--- src/rtl/div_issue_ctrl_pkg.sv ---
// div_ctrl_pkg: shared types and constants for the divide issue controller.
//   div_state_e   - controller state encoding (IDLE, RUN, DRAIN, DONE)
//   DIV0_QUOT     - quotient returned for a zero divisor (all-ones)
//   cache_entry_t - one-entry last-operand result cache
//   div0_result() - result of an op whose divisor is zero
package div_ctrl_pkg;

  // Width of the attached iterative divider core. The cache entry is sized
  // from this, so the controller's DATA_W has to equal it.
  localparam int DIV_DATA_W = 32;

  typedef enum logic [1:0] {
    IDLE  = 2'd0,
    RUN   = 2'd1,
    DRAIN = 2'd2,
    DONE  = 2'd3
  } div_state_e;

  localparam logic [DIV_DATA_W-1:0] DIV0_QUOT = '1;

  typedef struct packed {
    logic                  valid;
    logic [DIV_DATA_W-1:0] x;
    logic [DIV_DATA_W-1:0] y;
    logic                  sgn;
    logic [DIV_DATA_W-1:0] q;
    logic [DIV_DATA_W-1:0] r;
  } cache_entry_t;

  // Divide by zero: quotient is all-ones, remainder is the dividend.
  function automatic logic [DIV_DATA_W-1:0] div0_result(input logic            is_mod,
                                                        input logic [DIV_DATA_W-1:0] x);
    return is_mod ? x : DIV0_QUOT;
  endfunction

endpackage

--- src/rtl/div_issue_ctrl_if.sv ---
// div_issue_ctrl_if: request, result and divider-core signals of the divide
// issue controller.
//   req_*   : EX-stage request (valid/ready, mod, signed, x, y)
//   flush   : pipeline cancel
//   res_*   : result handshake and data
//   busy    : controller not idle
//   div_*   : launch/operands to and results from the iterative divider
// Modports:
//   slave  - the controller
//   master - the surroundings (pipeline + divider core)
interface div_issue_ctrl_if #(
  parameter int DATA_W = 32
);

  logic              req_valid;
  logic              req_ready;
  logic              req_mod;
  logic              req_signed;
  logic [DATA_W-1:0] req_x;
  logic [DATA_W-1:0] req_y;
  logic              flush;
  logic              res_valid;
  logic              res_ready;
  logic [DATA_W-1:0] res_data;
  logic              busy;
  logic              div_start;
  logic              div_signed;
  logic [DATA_W-1:0] div_x;
  logic [DATA_W-1:0] div_y;
  logic [DATA_W-1:0] div_q;
  logic [DATA_W-1:0] div_r;
  logic              div_complete;

  modport slave (
    input  req_valid, req_mod, req_signed, req_x, req_y, flush,
    input  res_ready, div_q, div_r, div_complete,
    output req_ready, res_valid, res_data, busy,
    output div_start, div_signed, div_x, div_y
  );

  modport master (
    output req_valid, req_mod, req_signed, req_x, req_y, flush,
    output res_ready, div_q, div_r, div_complete,
    input  req_ready, res_valid, res_data, busy,
    input  div_start, div_signed, div_x, div_y
  );

endinterface

--- src/rtl/div_issue_ctrl_cache.sv ---
// div_result_cache: single-entry cache of the last divider result.
// Ports:
//   clk, resetn          clock, async active-low reset (entry invalid)
//   lk_x_i/lk_y_i/lk_signed_i  lookup operands (from the incoming request)
//   hit_o                lookup matches the valid entry
//   hit_quot_o/hit_rem_o cached quotient / remainder
//   ld_en_i              load the entry with ld_* and mark it valid
//   ld_*_i               operands and divider results to store
// With CACHE_EN = 0 no entry exists and hit_o is tied low.
module div_result_cache
  import div_ctrl_pkg::*;
#(
  parameter int DATA_W   = DIV_DATA_W,
  parameter bit CACHE_EN = 1'b1
) (
  input  logic              clk,
  input  logic              resetn,
  input  logic [DATA_W-1:0] lk_x_i,
  input  logic [DATA_W-1:0] lk_y_i,
  input  logic              lk_signed_i,
  output logic              hit_o,
  output logic [DATA_W-1:0] hit_quot_o,
  output logic [DATA_W-1:0] hit_rem_o,
  input  logic              ld_en_i,
  input  logic [DATA_W-1:0] ld_x_i,
  input  logic [DATA_W-1:0] ld_y_i,
  input  logic              ld_signed_i,
  input  logic [DATA_W-1:0] ld_q_i,
  input  logic [DATA_W-1:0] ld_r_i
);

  if (CACHE_EN) begin : g_cache
    cache_entry_t entry_q;
    cache_entry_t entry_d;

    always_comb begin
      entry_d = entry_q;
      if (ld_en_i) begin
        entry_d.valid = 1'b1;
        entry_d.x     = ld_x_i;
        entry_d.y     = ld_y_i;
        entry_d.sgn   = ld_signed_i;
        entry_d.q     = ld_q_i;
        entry_d.r     = ld_r_i;
      end
    end

    always_ff @(posedge clk or negedge resetn) begin
      if (!resetn) begin
        entry_q <= '0;
      end else begin
        entry_q <= entry_d;
      end
    end

    // The mod bit is not part of the key: one divider run yields both
    // quotient and remainder.
    assign hit_o      = entry_q.valid && (entry_q.x == lk_x_i) &&
                        (entry_q.y == lk_y_i) && (entry_q.sgn == lk_signed_i);
    assign hit_quot_o = entry_q.q;
    assign hit_rem_o  = entry_q.r;
  end else begin : g_nocache
    logic unused_cache_in;
    assign unused_cache_in = ^{clk, resetn, lk_x_i, lk_y_i, lk_signed_i, ld_en_i,
                               ld_x_i, ld_y_i, ld_signed_i, ld_q_i, ld_r_i};
    assign hit_o      = 1'b0;
    assign hit_quot_o = '0;
    assign hit_rem_o  = '0;
  end

endmodule

--- src/rtl/div_issue_ctrl.sv ---
// div_issue_ctrl: sequencer between the EX-stage divide request path and the
// iterative divider core. Takes one div/mod (signed or unsigned) op at a
// time, answers it from the last-result cache or the divide-by-zero rule,
// or launches the divider, then presents quotient or remainder with
// valid/ready. Flushes kill the op, including while the divider runs.
// Ports:
//   clk     core clock, shared with the divider
//   resetn  async active-low reset (divider reset is ~resetn at the parent)
//   bus     div_issue_ctrl_if.slave: request, flush, result, busy and the
//           divider launch/operand/result signals
//
// state | meaning
// IDLE  | req_ready high; accept op, resolve hit / y==0 / launch
// RUN   | divider running; div_start high in the first cycle only
// DRAIN | flushed op still in the divider; wait for complete, no result
// DONE  | res_valid high until res_ready or flush
module div_issue_ctrl
  import div_ctrl_pkg::*;
#(
  parameter int DATA_W   = DIV_DATA_W,
  parameter bit CACHE_EN = 1'b1
) (
  input logic             clk,
  input logic             resetn,
  div_issue_ctrl_if.slave bus
);

  div_state_e        state_q;
  logic              res_valid_q;
  logic [DATA_W-1:0] res_data_q;
  logic              div_start_q;
  logic              div_signed_q;
  logic [DATA_W-1:0] div_x_q;
  logic [DATA_W-1:0] div_y_q;
  logic              mod_q;

  logic              cache_hit;
  logic              cache_ld;
  logic [DATA_W-1:0] hit_quot;
  logic [DATA_W-1:0] hit_rem;

  // A flushed op still fills the cache when the divider finishes, so the
  // work is not wasted if the same operands are reissued after the flush.
  assign cache_ld = bus.div_complete && ((state_q == RUN) || (state_q == DRAIN));

  div_result_cache #(
    .DATA_W   (DATA_W),
    .CACHE_EN (CACHE_EN)
  ) u_cache (
    .clk         (clk),
    .resetn      (resetn),
    .lk_x_i      (bus.req_x),
    .lk_y_i      (bus.req_y),
    .lk_signed_i (bus.req_signed),
    .hit_o       (cache_hit),
    .hit_quot_o  (hit_quot),
    .hit_rem_o   (hit_rem),
    .ld_en_i     (cache_ld),
    .ld_x_i      (div_x_q),
    .ld_y_i      (div_y_q),
    .ld_signed_i (div_signed_q),
    .ld_q_i      (bus.div_q),
    .ld_r_i      (bus.div_r)
  );

  always_ff @(posedge clk or negedge resetn) begin
    if (!resetn) begin
      state_q      <= IDLE;
      res_valid_q  <= 1'b0;
      res_data_q   <= '0;
      div_start_q  <= 1'b0;
      div_signed_q <= 1'b0;
      div_x_q      <= '0;
      div_y_q      <= '0;
      mod_q        <= 1'b0;
    end else begin
      div_start_q <= 1'b0;
      case (state_q)
        IDLE: begin
          if (bus.req_valid && !bus.flush) begin
            mod_q <= bus.req_mod;
            if (cache_hit) begin
              state_q     <= DONE;
              res_valid_q <= 1'b1;
              res_data_q  <= bus.req_mod ? hit_rem : hit_quot;
            end else if (bus.req_y == '0) begin
              state_q     <= DONE;
              res_valid_q <= 1'b1;
              res_data_q  <= div0_result(bus.req_mod, bus.req_x);
            end else begin
              // Operands are only reloaded on launch so they stay stable
              // through RUN/DRAIN and double as the cache load key.
              state_q      <= RUN;
              div_start_q  <= 1'b1;
              div_x_q      <= bus.req_x;
              div_y_q      <= bus.req_y;
              div_signed_q <= bus.req_signed;
            end
          end
        end
        RUN: begin
          if (bus.div_complete) begin
            if (bus.flush) begin
              state_q <= IDLE;
            end else begin
              state_q     <= DONE;
              res_valid_q <= 1'b1;
              res_data_q  <= mod_q ? bus.div_r : bus.div_q;
            end
          end else if (bus.flush) begin
            state_q <= DRAIN;
          end
        end
        DRAIN: begin
          if (bus.div_complete) begin
            state_q <= IDLE;
          end
        end
        DONE: begin
          // flush and res_ready both retire the result; either way DONE ends.
          if (bus.flush || bus.res_ready) begin
            state_q     <= IDLE;
            res_valid_q <= 1'b0;
          end
        end
        default: begin
          state_q     <= IDLE;
          res_valid_q <= 1'b0;
        end
      endcase
    end
  end

  assign bus.req_ready  = (state_q == IDLE);
  assign bus.busy       = (state_q != IDLE);
  assign bus.res_valid  = res_valid_q;
  assign bus.res_data   = res_data_q;
  assign bus.div_start  = div_start_q;
  assign bus.div_signed = div_signed_q;
  assign bus.div_x      = div_x_q;
  assign bus.div_y      = div_y_q;

endmodule

--- src/flat_wrapper.sv ---
// flat-port wrapper written by rule: the top's interface ports become plain ports
module div_issue_ctrl_flat import div_ctrl_pkg::*;
#(
  parameter int DATA_W   = DIV_DATA_W,
  parameter bit CACHE_EN = 1'b1
)
  (clk, resetn, bus_req_valid, bus_req_mod, bus_req_signed, bus_req_x, bus_req_y, bus_flush, bus_res_ready, bus_div_q, bus_div_r, bus_div_complete, bus_req_ready, bus_res_valid, bus_res_data, bus_busy, bus_div_start, bus_div_signed, bus_div_x, bus_div_y);
  div_issue_ctrl_if #(.DATA_W(DATA_W)) bus_i ();
  input logic clk;
  input logic resetn;
  input wire logic [$bits(bus_i.req_valid)-1:0] bus_req_valid;
  input wire logic [$bits(bus_i.req_mod)-1:0] bus_req_mod;
  input wire logic [$bits(bus_i.req_signed)-1:0] bus_req_signed;
  input wire logic [$bits(bus_i.req_x)-1:0] bus_req_x;
  input wire logic [$bits(bus_i.req_y)-1:0] bus_req_y;
  input wire logic [$bits(bus_i.flush)-1:0] bus_flush;
  input wire logic [$bits(bus_i.res_ready)-1:0] bus_res_ready;
  input wire logic [$bits(bus_i.div_q)-1:0] bus_div_q;
  input wire logic [$bits(bus_i.div_r)-1:0] bus_div_r;
  input wire logic [$bits(bus_i.div_complete)-1:0] bus_div_complete;
  output wire logic [$bits(bus_i.req_ready)-1:0] bus_req_ready;
  output wire logic [$bits(bus_i.res_valid)-1:0] bus_res_valid;
  output wire logic [$bits(bus_i.res_data)-1:0] bus_res_data;
  output wire logic [$bits(bus_i.busy)-1:0] bus_busy;
  output wire logic [$bits(bus_i.div_start)-1:0] bus_div_start;
  output wire logic [$bits(bus_i.div_signed)-1:0] bus_div_signed;
  output wire logic [$bits(bus_i.div_x)-1:0] bus_div_x;
  output wire logic [$bits(bus_i.div_y)-1:0] bus_div_y;
  assign bus_i.req_valid = bus_req_valid;
  assign bus_i.req_mod = bus_req_mod;
  assign bus_i.req_signed = bus_req_signed;
  assign bus_i.req_x = bus_req_x;
  assign bus_i.req_y = bus_req_y;
  assign bus_i.flush = bus_flush;
  assign bus_i.res_ready = bus_res_ready;
  assign bus_i.div_q = bus_div_q;
  assign bus_i.div_r = bus_div_r;
  assign bus_i.div_complete = bus_div_complete;
  assign bus_req_ready = bus_i.req_ready;
  assign bus_res_valid = bus_i.res_valid;
  assign bus_res_data = bus_i.res_data;
  assign bus_busy = bus_i.busy;
  assign bus_div_start = bus_i.div_start;
  assign bus_div_signed = bus_i.div_signed;
  assign bus_div_x = bus_i.div_x;
  assign bus_div_y = bus_i.div_y;
  div_issue_ctrl #(.DATA_W(DATA_W), .CACHE_EN(CACHE_EN)) u_core (.clk(clk), .resetn(resetn), .bus(bus_i));
endmodule
--- config.mk ---
export PLATFORM = sky130hd
export DESIGN_NAME = div_issue_ctrl_flat
export DESIGN_NICKNAME = d
export VERILOG_FILES = /design/src/rtl/div_issue_ctrl_pkg.sv /design/src/rtl/div_issue_ctrl_if.sv /design/src/rtl/div_issue_ctrl_cache.sv /design/src/rtl/div_issue_ctrl.sv /design/src/flat_wrapper.sv
export SDC_FILE = /design/constraint.sdc
export NUM_CORES = 1
export LEC_CHECK = 0
export BUFFER_PORTS_ARGS = -buffer_cell sky130_fd_sc_hd__buf_4
export CORE_AREA = 2 2 204 166
export DETAILED_ROUTE_END_ITERATION = 8
export DIE_AREA = 0 0 206 168
export GPL_TIMING_DRIVEN = 1
export PLACE_DENSITY = 0.56
export SYNTH_ARGS = -nofsm -noshare
export SYNTH_HDL_FRONTEND = slang
export SYNTH_SLANG_ARGS = --single-unit
export TNS_END_PERCENT = 10
--- constraint.sdc ---
create_clock -name clk -period 3.01 [get_ports clk]
set_input_delay 0.4515 -clock clk [delete_from_list [all_inputs] [get_ports clk]]
set_output_delay 0.4515 -clock clk [all_outputs]
set_load 0.01 [all_outputs]
==> flow_metrics.py, run 1 <==
metrics = {
    "critical_path": {
        "critPathMaxFanout": 24,
        "critPathCaptureType": "flop",
        "timing.reg2reg.worst_path_depth": 8,
        "r2r_setup_slack_ns": 0.18,
        "timing.critical_path.arrival_ns": 3.26,
        "worst-setup-path-type": "reg -> reg",
        "crit_required_ns": 3.44,
        "crit-reg2reg-capture": "u_core.bus.div_y[25]$_DFFE_PN0P_",
        "r2r-start": "u_core.u_cache.g_cache.entry_q[122]$_DFFE_PN0P_",
        "cp-start-kind": "flop",
    },
    "logic_synthesis": {
        "most_numerous_cell_in_the_yosys_netlist": "dfrtp_1",
        "synth_unique_cells": 44,
        "mappedNetlistNets": 1005,
        "synth.area.top_cells": "dfrtp_1, mux2_2, mux2i_1, mux2_1, nand2b_1",
        "synth_cells": 865,
        "synth_top_cells_by_count": "dfrtp_1, mux2_2, mux2i_1, nand2b_1, clkbuf_1",
        "netlist_area_mm2": 0.0112,
        "post_synth.cell_area_avg_um2": 13.0,
        "ys_async_sr_fraction": 1.00,
        "synth_top_area_share": 0.516,
        "ys_ff_latch": 232,
        "synth_edf_count": 0,
        "synth-main-ff-cell": "dfrtp_1",
        "yosysSeqAreaShare": 0.516,
        "yosys.area.top_type": "dfrtp_1",
        "yosys_warnings": 0,
    },
    "grt": {
        "grt.total_usage": 0.194,
        "via_count_of_the_first_global_routing_pass": 8277,
        "grt_antenna_before_repair": 2,
        "global_route.overflow_total": 0,
        "grt_start_max_net_pins": 64,
        "global_route_wire_length_before_repair_um": 51300,
    },
    "finish": {
        "final_cell_count_no_fill": 1569,
        "fin_util": 0.445,
        "area_growth_pct": 30.0,
        "drive_above_1_share": 0.444,
        "design.final.nets": 1258,
        "n_fill_cell": 3104,
    },
    "clock_network": {
        "clk_root_buffer_cell": "clkbuf_16",
        "max-clock-path-buffers": 3,
        "numCtsBuffers": 27,
        "clock_tree.htree_level_count": 1,
        "clock_latency_ns": 0.55,
        "clk_transition_reported_paths_ns": 0.06,
        "tritoncts": "yes",
        "clkSinkCount": 232,
    },
    "place": {
        "detailed_place_hpwl_um": 24400,
        "placed_cells_incl_taps": 1522,
        "io_buffer_count": 236,
        "place_congestion": 0.857,
    },
    "min_path": {
        "timing.hold.worst_endpoint": "u_core.bus.div_x[23]$_DFFE_PN0P_",
        "min_path_type": "in -> reg",
        "worstHoldStart": "bus_req_x[23]",
        "min_delay_path_depth": 2,
    },
    "floorplan": {
        "rows": 60,
        "die_width_um": 206,
        "io-pin-count": 237,
        "coreArea_mm2": 0.0329,
        "design.die.area_mm2": 0.0346,
        "die_h_um": 168,
        "initial_core_util": 0.342,
    },
    "power_and_ir_drop": {
        "total_power_uw": 15300,
        "power.density_mw_per_mm2": 1050,
        "total_leakage_power_uw": 0.00712,
        "max-vdd-ir-drop_mv": 0.462,
    },
    "timing": {
        "slew_viol_final": 0,
        "skew_ns": 0.0119,
        "setup_repair_after_global_routing_missed_its_margin": "false",
        "max_freq_mhz": 353,
        "min_period_over_period": 0.940,
        "fin_worst_hold_slack_ns": 0.137,
        "timing.final.setup_violations": 0,
        "finalHoldViolCount": 0,
        "timing_worst_slew_pin_value_ns": 0.745,
        "layout_min_cycle_time_ns": 2.83,
        "setup_total_negative_slack_ns": 0,
        "worst_slew_margin_rel": 0.503,
    },
    "detailed_routing": {
        "via_count": 7807,
        "routed_wl_um": 33400,
        "number_of_optimization_iterations_in_the_first_detailed_route_pass": 4,
        "post_drt_wl_per_cell_um": 21.3,
        "detail_route.vias_per_cell": 4.98,
        "route.detailed.drc": 0,
        "drtIter0Drc": 295,
        "route.antenna.remaining_nets": 0,
    },
    "run": {
        "cap_viol_max_count": 0,
    },
    "status": {
        "outcome": "completed",
    },
}
-- layout by cell type, fill, tap and decap left out, types with 4 or more instances in the layout --
cell and n:
mux2i_1 65, o211a_1 31, clkbuf_8 5, a31o_2 4, mux2_1 39, dfrtp_1 231, xor2_1 37, nor2_1 8
and3_1 4, nand2b_1 64, nor4_1 17, nor2b_1 18, buf_12 11, o21ai_1 13, inv_1 19, clkbuf_1 8
buf_4 259, o21ai_0 21, xnor2_1 6, clkbuf_16 27, mux2_2 184, nand4_1 5, nand2_1 6
-- state kept, by name (all words and copies together) (netlist names) --
register                        cells
u_core.bus.div_start                1
u_core.state_q                      2
u_core.bus.div_signed               1
u_core.mod_q                        1
u_core.u_cache.hit_quot_o          32
u_core.bus.div_x                   32
u_core.bus.res_data                32
u_core.bus.div_y                   32
u_core.bus.res_valid                1
u_core.u_cache.hit_rem_o           32
u_core.u_cache.g_cache.entry_q     66
-- logic make-up (layout without fill, tap and decap cells) --
family                   Yosys count  after routing  synth area share
AO/OA/AOI/OAI                     95             95            0.0648
XOR/XNOR                          43             43            0.0335
adder cells (fa/ha/maj)            4              4           0.00445
buffers and inverters             67            336            0.0258
flip-flops                       232            232             0.516
multiplexers                     288            288             0.281
other                              0              1                 0
AND/OR/NAND/NOR                  136            136            0.0737
-- final cells by class --
type	instances	area [µm²]	share of cell area
repair buffers	272	2190	0.150
inverters	19	71.3	0.00488
multi-input cells	566	5170	0.354
well taps	434	543	0.0372
clock buffers	40	774	0.0530
flip-flops and latches	232	5810	0.397
clock inverters	5	56.3	0.00385
diodes	1	2.50	0.000171
-- routing by layer --
layer | global-route usage | part of all wire | vias up | routed length [µm]
met1 | 0.283 | 0.47 | 3924 | 15800
met2 | 0.292 | 0.44 | 215 | 14600
li1 | - | - | 3625 | -
met5 | 0 | 0 | - | 0
met3 | 0.0461 | 0.068 | 43 | 2280
met4 | 0.0419 | 0.022 | 0 | 738
-- power breakdown --
group / switching [µW] / internal (µW)
sequential: 1130 / 4760
clock: 1300 / 1850
combinational: 2790 / 3490
total: 5210 / 10100
-- worst max-delay path: stages (launching register included) --
cell      delay (ns)
dfrtp_1         0.39
nor2b_1         0.18
a2111o_1        0.34
or4_1           0.59
nor4_4          0.36
a21oi_1         0.15
nor2b_4         0.20
buf_12          0.18
mux2_1          0.32
-- how the worst max path moves through the flow --
stage | from | end | slack, ns
floorplan | bus_req_x[5] | u_core.bus.div_x[23]$_DFFE_PN0P_ | 0.16
detailed placement | bus_req_x[15] | u_core.bus.div_x[30]$_DFFE_PN0P_ | 0.03
finish | u_core.u_cache.g_cache.entry_q[122]$_DFFE_PN0P_ | u_core.bus.div_y[25]$_DFFE_PN0P_ | 0.18
global placement | bus_req_x[15] | u_core.bus.div_y[22]$_DFFE_PN0P_ | 0.09
CTS | u_core.u_cache.g_cache.entry_q[122]$_DFFE_PN0P_ | u_core.bus.res_data[10]$_DFFE_PN0P_ | 0.16
global route | u_core.u_cache.g_cache.entry_q[122]$_DFFE_PN0P_ | u_core.bus.res_data[9]$_DFFE_PN0P_ | 0.008
-- metrics by stage --
stage | instance area, µm² | worst slack (ns)
final | 14600 | 0.181
after floorplan | 11200 | 0.162
after CTS | 14600 | 0.158
after detailed placement | 13800 | 0.0296
after global routing | 14600 | 0.00765
after global placement | 13800 | 0.0917
-- what timing repair did --
item,4_1_cts,5_1_grt
setup endpoints to repair,0,1
gates resized for setup,0,1
endpoints found under the hold margin,59,0
hold buffers,1,0
buffers inserted,0,0
Note: power is estimated with default switching activity, not from simulation.
==> run 2: changes to the inputs <==
--- a/config.mk
+++ b/config.mk
@@ -10,7 +10,7 @@
 export DETAILED_ROUTE_END_ITERATION = 8
 export DIE_AREA = 0 0 206 168
 export GPL_TIMING_DRIVEN = 1
-export PLACE_DENSITY = 0.56
+export PLACE_DENSITY = 0.54
 export SYNTH_ARGS = -nofsm -noshare
 export SYNTH_HDL_FRONTEND = slang
 export SYNTH_SLANG_ARGS = --single-unit
==> constraint.sdc (replaced) <==
create_clock -name clk -period 3.6 [get_ports clk]
set_input_delay 0.54 -clock clk [delete_from_list [all_inputs] [get_ports clk]]
set_output_delay 0.54 -clock clk [all_outputs]
set_load 0.01 [all_outputs]
==> flow_metrics.py, run 2 (synthesis gave the netlist of run 1 again) <==
metrics = {
    "status": {
        "outcome": "completed",
    },
    "clock_network": {
        "clock_latency_ns": 0.54,
        "clk_transition_reported_paths_ns": 0.06,
        "tritoncts": "yes",
        "clkSinkCount": 232,
        "clk_root_buffer_cell": "clkbuf_16",
        "max-clock-path-buffers": 3,
        "post_cts_gate_resize_count": 0,
        "numCtsBuffers": 26,
        "clock_tree.htree_level_count": 1,
        "post-cts-setup-buffers": 0,
        "ctsHoldBuffers": 0,
    },
    "critical_path": {
        "cp-start-kind": "flop",
        "worst-setup-path-type": "reg -> reg",
        "timing.critical_path.arrival_ns": 3.47,
        "critPathCaptureType": "flop",
        "crit_required_ns": 4.06,
        "r2r_setup_slack_ns": 0.59,
        "timing.reg2reg.worst_path_depth": 9,
        "critPathMaxFanout": 24,
        "r2r-start": "u_core.u_cache.g_cache.entry_q[96]$_DFFE_PN0P_",
        "crit-reg2reg-capture": "u_core.bus.res_data[5]$_DFFE_PN0P_",
    },
    "min_path": {
        "min_path_type": "in -> async",
    },
    "grt": {
        "grt_antenna_before_repair": 2,
        "global_route.overflow_total": 0,
        "grt_start_max_net_pins": 94,
        "via_count_of_the_first_global_routing_pass": 8062,
        "global_route_wire_length_before_repair_um": 50400,
        "grt.total_usage": 0.193,
    },
    "floorplan": {
        "die_width_um": 206,
        "die_h_um": 168,
        "initial_core_util": 0.342,
        "io-pin-count": 237,
        "coreArea_mm2": 0.0329,
        "design.die.area_mm2": 0.0346,
        "rows": 60,
    },
    "finish": {
        "largest_register_ffs": 66,
        "n_fill_cell": 3137,
        "max_flop_register": "u_core.u_cache.g_cache.entry_q",
        "drive_above_1_share": 0.438,
        "most-common-layout-cells": "buf_4, dfrtp_1, mux2_2",
        "most_common_cell_after_layout_fill_and_taps_aside": "buf_4",
        "design.final.nets": 1241,
        "area_growth_pct": 28.4,
    },
    "detailed_routing": {
        "via_count": 7746,
        "detail_route.vias_per_cell": 4.99,
        "number_of_optimization_iterations_in_the_first_detailed_route_pass": 5,
        "drtIter0Drc": 444,
        "post_drt_wl_per_cell_um": 21.5,
        "routed_wl_um": 33300,
        "route.detailed.drc": 0,
        "route.antenna.remaining_nets": 0,
    },
    "timing": {
        "timing_worst_slew_pin_value_ns": 0.785,
        "timing.final.setup_violations": 0,
        "setup_total_negative_slack_ns": 0,
        "setup_slack_ns": 0.589,
        "setup_repair_after_global_routing_missed_its_margin": "false",
        "min_period_over_period": 0.836,
        "worst_slew_margin_rel": 0.477,
        "finalHoldViolCount": 0,
        "skew_ns": 0.00991,
        "fin_worst_hold_slack_ns": 0.0297,
        "layout_min_cycle_time_ns": 3.01,
        "max_freq_mhz": 332,
        "slew_viol_final": 0,
    },
    "place": {
        "place_congestion": 0.783,
        "detailed_place_hpwl_um": 23800,
        "dp_slack_ns": 0.330,
        "io_buffer_count": 236,
    },
    "run": {
        "cap_viol_max_count": 0,
    },
    "power_and_ir_drop": {
        "power.density_mw_per_mm2": 881,
        "total_leakage_power_uw": 0.00702,
        "total_power_uw": 12700,
        "max-vdd-ir-drop_mv": 0.448,
    },
}
run 2: cell count changes in the layout (fill, tap and decap cells not counted):
cell | previous run | this run
buf_4 | 259 | 249
buf_12 | 11 | 6
clkbuf_1 | 8 | 7
clkbuf_8 | 5 | 6
clkinv_2 | 2 | 3
clkinvlp_4 | 1 | 0
dlygate4sd3_1 | 1 | 0
inv_6 | 1 | 0
o21ai_0 | 21 | 22
o21ai_1 | 13 | 12
run 2: area by class of cell:
cell class	instances	area, µm²	share of cell area
flip-flops and latches	232	5810	0.402
multi-input cells	566	5170	0.358
repair buffers	256	2000	0.139
clock buffers	40	785	0.0544
well taps	434	543	0.0376
inverters	19	71.3	0.00494
clock inverters	4	45.0	0.00312
diodes	1	2.50	0.000173
run 2: worst max-delay path, stage by stage (launching register included):
cell	delay, ns
dfrtp_1	0.39
nor2b_1	0.15
a2111o_1	0.37
or4_1	0.57
nor4_4	0.43
buf_4	0.23
nand2_2	0.06
buf_4	0.28
a31o_2	0.31
o21ai_0	0.13
run 2: worst max path at each step:
| stage | end | from | slack, ns |
|---|---|---|---|
| 2_1_floorplan | u_core.bus.div_x[23]$_DFFE_PN0P_ | bus_req_x[5] | 0.66 |
| 3_3_place_gp | u_core.bus.res_data[15]$_DFFE_PN0P_ | bus_req_x[18] | 0.40 |
| 3_5_place_dp | u_core.bus.res_data[5]$_DFFE_PN0P_ | bus_req_x[15] | 0.33 |
| 4_1_cts | u_core.bus.res_data[5]$_DFFE_PN0P_ | u_core.u_cache.g_cache.entry_q[96]$_DFFE_PN0P_ | 0.60 |
| 5_1_grt | u_core.bus.res_data[14]$_DFFE_PN0P_ | u_core.state_q[1]$_DFFE_PN0P_ | 0.41 |
| 6_report | u_core.bus.res_data[5]$_DFFE_PN0P_ | u_core.u_cache.g_cache.entry_q[96]$_DFFE_PN0P_ | 0.59 |
run 2: where the power goes:
| part | total [µW] | internal [µW] | switching, µW |
|---|---|---|---|
| logic | 5170 | 2860 | 2310 |
| registers | 4920 | 3980 | 945 |
| clock network | 2630 | 1550 | 1070 |
run 2: stage by stage:
step / util / instances / cell area, µm²
finish: 0.439 / 1552 / 14400
global route: 0.439 / 1551 / 14400
CTS: 0.439 / 1551 / 14400
detailed placement: 0.414 / 1507 / 13600
global placement: 0.414 / 1507 / 13600
floorplan: - / 865 / 11200
run 2: layer usage:
metal,wire length (µm),track usage,vias to the layer above
li1,-,-,3591
met1,16100,0.287,3921
met2,14800,0.292,189
met3,1800,0.0387,45
met4,614,0.0342,0
met5,0,0,-
